### src/rtl/pipe_bus_arbiter.sv
`default_nettype none
// ============================================================================
// Module   : pipe_bus_arbiter
// Purpose  : Shares the memory bus between the pipelined CPU and one external
//            bus master (DMA / front panel).
//
//            The arbiter asks pipeline stage 1 for the bus. Stage 1 then
//            suppresses instruction fetch. The master is granted only in
//            slots where fetch is suppressed and no pipeline data cycle is
//            running. Each burst is capped at MAX_BURST cycles and is followed
//            by a hold-off so the CPU keeps making progress.
//
// Ports    : ClockIn        in   system clock, rising edge
//            Reset_n        in   asynchronous active-low reset
//            DmaReq         in   level request from the external master
//            FetchSuppress  in   stage 1 is not fetching this cycle
//            PipeMemCycle   in   pipeline stage 2/3 owns the data bus
//            BusRequest     out  request to stage 1 (registered)
//            DmaGrant       out  master may drive the bus (registered)
//            DmaBurstEnd    out  pulse on the cycle after the last grant
//            BusOwner       out  00 fetch, 01 pipeline data, 10 DMA (comb.)
//            ConflictErr    out  sticky: PipeMemCycle seen during a grant
//            GrantCount     out  granted-cycle counter (optional, see below)
//
// Options  : PIPE_BUS_ARB_STATS_EN - when defined, adds the 16-bit GrantCount
//            output, which counts cycles with DmaGrant=1 and wraps.
//
// Revision : 1.0 - initial release
// ============================================================================
module pipe_bus_arbiter #(
  parameter int unsigned MAX_BURST = 16,
  parameter int unsigned HOLDOFF   = 4,
  parameter int unsigned CNT_W     = 8
) (
  input  logic        ClockIn,
  input  logic        Reset_n,
  input  logic        DmaReq,
  input  logic        FetchSuppress,
  input  logic        PipeMemCycle,
  output logic        BusRequest,
  output logic        DmaGrant,
  output logic        DmaBurstEnd,
  output logic [1:0]  BusOwner,
`ifdef PIPE_BUS_ARB_STATS_EN
  output logic [15:0] GrantCount,
`endif
  output logic        ConflictErr
);

  // Both limits are truncated to the counter width. A burst limit of zero
  // would never terminate, so it is promoted to a single-cycle burst.
  localparam logic [CNT_W-1:0] BURST_TRUNC  = CNT_W'(MAX_BURST);
  localparam logic [CNT_W-1:0] CNT_ONE      = CNT_W'(1);
  localparam logic [CNT_W-1:0] BURST_LOAD   = (BURST_TRUNC == '0) ? CNT_ONE : BURST_TRUNC;
  localparam logic [CNT_W-1:0] HOLDOFF_LOAD = CNT_W'(HOLDOFF);

  typedef enum logic [1:0] {
    ST_IDLE    = 2'd0,
    ST_REQ     = 2'd1,
    ST_GRANT   = 2'd2,
    ST_RELEASE = 2'd3
  } state_t;

  state_t           state;
  logic [CNT_W-1:0] burst_cnt;
  logic [CNT_W-1:0] holdoff_cnt;

  // The master always wins ownership while granted; a pipeline data cycle
  // overlapping a grant is reported through ConflictErr instead.
  assign BusOwner = DmaGrant ? 2'b10 : (PipeMemCycle ? 2'b01 : 2'b00);

  always_ff @(posedge ClockIn or negedge Reset_n) begin
    if (!Reset_n) begin
      state       <= ST_IDLE;
      burst_cnt   <= '0;
      holdoff_cnt <= '0;
      BusRequest  <= 1'b0;
      DmaGrant    <= 1'b0;
      DmaBurstEnd <= 1'b0;
      ConflictErr <= 1'b0;
    end else begin
      DmaBurstEnd <= 1'b0;
      case (state)
        ST_IDLE: begin
          BusRequest <= 1'b0;
          DmaGrant   <= 1'b0;
          if (holdoff_cnt != '0) begin
            holdoff_cnt <= holdoff_cnt - CNT_ONE;
          end else if (DmaReq) begin
            state      <= ST_REQ;
            BusRequest <= 1'b1;
          end
        end

        ST_REQ: begin
          if (!DmaReq) begin
            // Withdrawn before a slot opened: quietly back off, no pulse.
            state      <= ST_IDLE;
            BusRequest <= 1'b0;
          end else if (FetchSuppress && !PipeMemCycle) begin
            state     <= ST_GRANT;
            DmaGrant  <= 1'b1;
            burst_cnt <= BURST_LOAD;
          end
        end

        ST_GRANT: begin
          burst_cnt <= burst_cnt - CNT_ONE;
          if (PipeMemCycle) begin
            ConflictErr <= 1'b1;
          end
          // burst_cnt == 1 marks the final granted cycle of the burst.
          if (PipeMemCycle || !DmaReq || (burst_cnt == CNT_ONE)) begin
            state       <= ST_RELEASE;
            DmaGrant    <= 1'b0;
            BusRequest  <= 1'b0;
            DmaBurstEnd <= 1'b1;
            // Loaded on entry to RELEASE and counted down from the RELEASE
            // cycle onward, so RELEASE is the first hold-off cycle and the
            // request stays low for HOLDOFF+1 cycles in total.
            holdoff_cnt <= HOLDOFF_LOAD;
          end
        end

        ST_RELEASE: begin
          state <= ST_IDLE;
          if (holdoff_cnt != '0) begin
            holdoff_cnt <= holdoff_cnt - CNT_ONE;
          end
        end

        default: begin
          state      <= ST_IDLE;
          BusRequest <= 1'b0;
          DmaGrant   <= 1'b0;
        end
      endcase
    end
  end

`ifdef PIPE_BUS_ARB_STATS_EN
  always_ff @(posedge ClockIn or negedge Reset_n) begin
    if (!Reset_n) begin
      GrantCount <= 16'h0000;
    end else if (DmaGrant) begin
      GrantCount <= GrantCount + 16'h0001;
    end
  end
`endif

endmodule
`default_nettype wire

### config.mk
export PLATFORM = sky130hd
export DESIGN_NAME = pipe_bus_arbiter
export DESIGN_NICKNAME = d
export VERILOG_FILES = /design/src/rtl/pipe_bus_arbiter.sv
export SDC_FILE = /design/constraint.sdc
export NUM_CORES = 1
export LEC_CHECK = 0
export BUFFER_PORTS_ARGS = -buffer_cell sky130_fd_sc_hd__buf_4
export CAP_MARGIN = 20
export CORE_MARGIN = 8
export CORE_UTILIZATION = 38
export CTS_CLUSTER_DIAMETER = 60
export DETAILED_ROUTE_END_ITERATION = 16
export MAX_ROUTING_LAYER = met4
export PLACE_DENSITY = 0.62
export SYNTH_ARGS = -nofsm -noshare
export SYNTH_HDL_FRONTEND = slang
export SYNTH_SLANG_ARGS = --single-unit
### constraint.sdc
create_clock -name ClockIn -period 6.4 [get_ports ClockIn]
set_input_delay 1.28 -clock ClockIn [delete_from_list [all_inputs] [get_ports ClockIn]]
set_output_delay 1.28 -clock ClockIn [all_outputs]
set_load 0.05 [all_outputs]
== Word-level counts from Yosys, hierarchy flattened ==
Index checks and enable logic that the tools add are counted.

* Register bits: 22
* Bits in latches: 0
* RAM bits: 0
* Memory bits (read-only): 0
* Bits of input ports: 5
* Output and inout bits: 6
* Word-level logic and storage cells: 62
* Memories kept: 0

* Add/subtract/negate cells: 2
* Multipliers: 0
* Div/mod/pow operators: 0
* $lt $le $gt $ge: 0
* Eq/ne operators: 12
* Shift-type cells: 0
* Multiplexer cells: 24
* Bitwise operators: 0
* Reductions and logical operators: 17

{| class="wikitable"
|+ Operators with widths
! operator !! number
|-
| $mux W8 || 4
|-
| $pmux W8 S2 || 2
|-
| $sub A8 B1 Y8 const B || 2
|-
| $mux W2 || 6
|-
| $ne A2 B2 Y1 const B || 6
|-
| $mux W1 || 9
|-
| $reduce_and A3 Y1 || 3
|-
| $eq A8 B1 Y1 const B || 1
|-
| $pmux W2 S4 || 1
|-
| $reduce_and A4 Y1 || 2
|-
| $reduce_bool A8 Y1 || 1
|-
| $pmux W1 S3 || 2
|-
| $eq A2 B2 Y1 const B || 2
|-
| $reduce_bool A2 Y1 || 2
|-
| $ne A3 B3 Y1 const B || 1
|-
| $reduce_bool A3 Y1 || 1
|-
| $eq A2 B1 Y1 const B || 1
|-
| $logic_not A1 Y1 || 2
|-
| $logic_not A2 Y1 || 1
|-
| $logic_or A1 B1 Y1 || 2
|-
| $ne A2 B1 Y1 const B || 1
|-
| $reduce_and A2 Y1 || 1
|-
| $reduce_or A2 Y1 || 1
|-
| $logic_and A1 B1 Y1 || 1
|}

== Longest topological paths before layout ==
Gate-level depths: netlist (run 1).

* Depth after elaboration: 5
* Gate-level depth with buffers: 8
* Gate-level depth less buffers: 6

== Worst setup path before layout (run 1) ==
No wires, ideal clock.

* Path type: input to output
* Start point: in PipeMemCycle
* End point: out BusOwner[0]
* Data arrival time: 1987 ps
* Data required time: 5120 ps
* Slack: 3133 ps
* Stages on the path: 1
* Path buffers: 0
* Cells stage by stage: nor2b_1

* Word-level cells in the longest chain between the ends: 2

{| class="wikitable"
|+ RTL lines
! item !! RTL line !! RTL
|-
| start: declaration || 39 || <nowiki>input logic PipeMemCycle,</nowiki>
|-
| $mux W1 || 70 || <nowiki>assign BusOwner = DmaGrant ? 2'b10 : (PipeMemCycle ? 2'b01 : 2'b00);</nowiki>
|-
| $mux W2 || 70 ||
|-
| end: declaration || 43 || <nowiki>output logic [1:0] BusOwner,</nowiki>
|}

Every way passes these cells.

== Worst setup path after layout (run 1) ==
Same ends and word-level chain as after synthesis.

==> results of run 1 <==
==> state kept, by name (all words and copies together) (netlist names), named ones only <==
signal	count
BusRequest	1
DmaGrant	1
DmaBurstEnd	1
holdoff_cnt	8
ConflictErr	1
burst_cnt	8
state	1
==> logic make-up after synthesis <==
family                   synth area share (%)
AO/OA/AOI/OAI                            21.3
multiplexers                             2.39
AND/OR/NAND/NOR                          23.1
buffers and inverters                    4.50
flip-flops                               40.4
adder cells (fa/ha/maj)                  8.27
==> worst max-delay path, stage by stage <==
cell     delay [ns]
buf_4          0.10
nor2b_1        0.13
buf_4          0.21
==> area by class of cell <==
class                      count  share of cell area [%]
clock buffer                   4                    2.39
inverter                       9                    2.23
multi-input combinational    104                    49.8
sequential                    22                    36.3
tap                           46                    3.80
timing repair buffer          11                    5.45
==> per-stage QoR <==
step           total power [mW]  util, %  hold WS, ns  std cells
2_1_floorplan             0.553        -        0.469        141
3_3_place_gp              0.624     43.6        0.447        192
3_5_place_dp              0.644     43.6        0.449        192
4_1_cts                   0.724     44.7        0.480        196
5_1_grt                   0.784     44.7        0.502        196
6_report                  0.720     44.7        0.481        196
==> worst paths after layout <==
check                             start        endpoint
max reg2reg                    state[0]  holdoff_cnt[2]
max in group asynchronous       Reset_n  holdoff_cnt[7]
min in group asynchronous       Reset_n     ConflictErr
max                        PipeMemCycle     BusOwner[0]
min reg2reg                 ConflictErr     ConflictErr
min                         ConflictErr     ConflictErr
==> cells in the mapped netlist (2+ instances only) <==
cell type / count / area share, %
a21o_1: 5 / 2.8
or4_1: 5 / 2.8
nand2_1: 6 / 1.7
ha_1: 9 / 8.3
nand2b_1: 5 / 2.3
o41ai_1: 2 / 1.3
clkbuf_1: 4 / 1.1
nor3_1: 5 / 1.8
nand3_1: 2 / 0.74
nor4_1: 2 / 0.92
dfrtp_1: 22 / 40
a22oi_1: 2 / 1.1
nand3b_1: 2 / 1.1
nor2_1: 8 / 2.2
or3_1: 3 / 1.4
a22o_1: 3 / 1.9
or4b_2: 2 / 1.5
and2_1: 2 / 0.92
o211ai_1: 2 / 1.1
o31ai_1: 7 / 3.9
o21ai_0: 8 / 2.9
or3b_2: 2 / 1.3
inv_1: 9 / 2.5
a21oi_1: 7 / 2.6
==> where the power goes <==
| part | total [mW] | switching [mW] | internal, mW |
|---|---|---|---|
| Combinational | 0.385 | 0.219 | 0.166 |
| Sequential | 0.254 | 0.0605 | 0.193 |
| Clock | 0.0807 | 0.0458 | 0.0348 |
==> metal layers <==
layer / GRT usage [%] / up-vias / wire (um)
met2: 17.8 / 20 / 1350
met5: - / - / 0
met1: 14.3 / 522 / 1360
li1: - / 546 / -
met3: 1.58 / 4 / 63
met4: 5.76 / 0 / 51
==> flow_metrics.tcl, run 1 <==
set metrics [dict create \
    area_growth_pct 11.3 \
    num-nets-final 165 \
    final-setup-viol-count 0 \
    peakVddDrop_mv 0.252 \
    synth_nets 155 \
    worstMarginPinSlew_ns 0.547 \
    dpl_worst_slack_ns 3.38 \
    port_buffers 10 \
    postCtsHoldBufs 0 \
    grt_first_pass_wirelength_mm 4.95 \
    ios 11 \
    cp-end-kind "output pin" \
    stdcell_area_sq_mm 0.00152 \
    worstPathRequired_ns 5.12 \
    routedWlPerCell_um 14.4 \
    syn_area_sq_mm 0.00136 \
    hold_viol 0 \
    worst_slack_ns 3.40 \
    cts_buffers 3 \
    worstPathArrival_ns 1.72 \
    dpl.hpwl_mm 2.11 \
    final_common_cell "dfrtp_1" \
    fmax_mhz 333 \
    vias 1092 \
    grt_use_total_pct 11.5 \
    powerDensity_mw_per_mm2 475 \
    clkTransAtPathRegs_ns 0.13 \
    cts_max_level 1 \
    mostFrequentLayoutCells "dfrtp_1 (22), buf_4 (11), inv_1 (9), ha_1 (9)" \
    syn_inst 141 \
    critPathKind "in -> out" \
    synth.ff_latch_count 22 \
    clock_sinks 22 \
    leakage_nw 0.662 \
    ant_nets 0 \
    syn_area_per_cell_sq_um 9.65 \
    die_h_um 75.9 \
    avgViaCountPerCell 5.57 \
    n_fill_cell 311 \
    firstDrtPassIters 4 \
    clock_latency_ns 0.32 \
    rsz0062_at_grt "false" \
    r2r_cells 6 \
    cp-start-kind "input port" \
    synth_flop_cell "dfrtp_1" \
    ys_warn_count 0 \
    multi_input_area_sq_um 754 \
    coreArea_sq_mm 0.00339 \
    diodes 0 \
    grt_max_degree 23 \
    core.rowCount 21 \
    initial_core_util_pct 40.2 \
    grt_overflow 0 \
    async_reset_ff_share_pct 100 \
    hold_class "reg -> reg" \
    cts_root_buf "clkbuf_4" \
    slew_viol_final 0 \
    antenna_found_initial 0 \
    routabilityCongestion 0.783 \
    placed_area_sq_mm 0.00148 \
    synth_edf_count 0 \
    drive_gt1_share_pct 17.3 \
    whs_path_depth 1 \
    path_max_fanout 5 \
    dieArea_sq_mm 0.00575 \
    finalClockSkew_ns 0.00617 \
    cts_resized 0 \
    relSlewSlack_pct 63.3 \
    rrSetupSlack_ns 3.92 \
    drv_cap 0 \
    cts_buffer_depth 2 \
    cts_setup_buffers 0 \
    tns_ns 0 \
    status "finished, final reports clean" \
    ys_types 41 \
    cts_tree "done" \
    ff_latch_area_sq_um 551 \
    min_period_ns 3.00 \
    die_w_um 75.9 \
    drc 0 \
    synth-seq-area-share_pct 40.4 \
    grt_pass1_vias 1063 \
    routed_wl_mm 2.82 \
    timing.final.crit_share_pct 46.9 \
    drt_iter0_drc 36 \
]
Power figures use the tool's default switching activity.
==> inputs of run 2 (changes only) <==
- clock period: 6.4 -> 2.9 ns (I/O delays scaled with it)
==> flow_metrics.tcl, run 2 (synthesis gave the netlist of run 1 again) <==
set metrics [dict create \
    r2r_cells 6 \
    utilization_pct 44.9 \
    routedWlPerCell_um 14.0 \
    die_w_um 75.9 \
    drive_gt1_share_pct 17.9 \
    crit_buf_inv 1 \
    antenna_found_initial 0 \
    status "finished, final reports clean" \
    clock_sinks 22 \
    cp_top_family "simple AND/OR/NAND/NOR gates" \
    min_period_ns 2.45 \
    grt_overflow 0 \
    fmax_mhz 408 \
    r2r_end "holdoff_cnt[2]" \
    slowest_delay_ns 0.72 \
    cts_tree "done" \
    peakVddDrop_mv 0.486 \
    coreArea_sq_mm 0.00339 \
    highest_layer "met4" \
    grt_max_degree 23 \
    drc 0 \
    dieArea_sq_mm 0.00575 \
    crit_path_top_delay_cell "or4b_2" \
    grt_first_pass_wirelength_mm 4.65 \
    wirelength_met1_mm 1.37 \
    num-nets-final 166 \
    cp-start-kind "register" \
    reg_top3 "burst_cnt (8), holdoff_cnt (8)" \
    final-setup-viol-count 0 \
    final_common_cell "dfrtp_1" \
    ant_nets 0 \
    ios 11 \
    routed-wl-met2_mm 1.25 \
    cts_resized 0 \
    tns_ns 0 \
    rrSetupSlack_ns 0.45 \
    hold_viol 0 \
    finalPower_mw 1.58 \
    diodes 0 \
    grt_use_total_pct 10.7 \
    cp-startpoint "state[0]" \
    routabilityCongestion 0.817 \
    met3WireLength_um 101 \
    timing.final.crit_share_pct 84.5 \
    worstPathCellList "inv_1 > ha_1 > or4b_2 > o211ai_1 > nor3_1 > or3b_2" \
    powerDensity_mw_per_mm2 1040 \
    core.rowCount 21 \
    drt_iter0_drc 61 \
    cts_buffers 3 \
    worst_slack_ns 0.448 \
    firstDrtPassIters 4 \
    worstPathArrival_ns 2.64 \
    r2r_start "state[0]" \
    vias 1089 \
    worstMarginPinSlew_ns 0.780 \
    routed_wl_mm 2.76 \
    worstPathRequired_ns 3.09 \
    initial_core_util_pct 40.2 \
    avgViaCountPerCell 5.53 \
    mostFrequentLayoutCells "dfrtp_1 (22), buf_4 (12), inv_1 (9), ha_1 (9)" \
    finalClockSkew_ns 0.00125 \
    cts_buffer_depth 2 \
    drv_cap 0 \
    port_buffers 10 \
    cts_root_buf "clkbuf_4" \
    grt_pass1_vias 1006 \
    die_h_um 75.9 \
    postCtsHoldBufs 0 \
    leakage_nw 0.668 \
    critPathKind "reg -> reg" \
    dpl_worst_slack_ns 0.468 \
    cp-end-kind "register" \
    clkTransAtPathRegs_ns 0.12 \
    dpl.hpwl_mm 2.07 \
    rsz0062_at_grt "false" \
    hold_class "in -> async" \
    final_cells 197 \
    cts_max_level 1 \
    slew_viol_final 0 \
    clock_latency_ns 0.30 \
    area_growth_pct 11.9 \
    placed_cells_incl_taps 193 \
    path_max_fanout 6 \
    cts_setup_buffers 0 \
    relSlewSlack_pct 47.9 \
]
-- run 2: layout make-up --
cell class / count / area (sq um)
fillers: 324 / 1870
multi-input cells: 104 / 754
flip-flops and latches: 22 / 551
repair buffers: 12 / 90.1
well taps: 46 / 57.6
clock buffers: 4 / 36.3
inverters: 9 / 33.8
-- run 2: worst max-delay path by stage --
stage | to | slack [ns] | depth (start not counted)
after floorplan | holdoff_cnt[2] | 0.60 | 6
after global placement | holdoff_cnt[2] | 0.54 | 6
after detailed placement | holdoff_cnt[2] | 0.47 | 6
after CTS | holdoff_cnt[2] | 0.44 | 6
after global routing | holdoff_cnt[4] | 0.15 | 7
final | holdoff_cnt[2] | 0.45 | 6
-- run 2: stage by stage --
stage,cell area [sq um],hold WS [ns]
global route,1520,0.153
detailed placement,1490,0.449
global placement,1490,0.449
finish,1520,0.144
CTS,1520,0.143
floorplan,1360,0.284
-- run 2: where the power goes --
group | internal (mW) | total [mW] | switching [mW] | leakage (nW)
combinational | 0.374 | 0.856 | 0.482 | 0.368
sequential | 0.427 | 0.559 | 0.132 | 0.279
clock | 0.0765 | 0.168 | 0.0917 | 0.0210
-- run 2: routing by layer --
metal / global-route usage [%] / vias to the layer above
met3: 2.24 / 4
met2: 16.3 / 20
met1: 13.5 / 520
met4: 3.84 / 0
li1: - / 545
met5: - / -
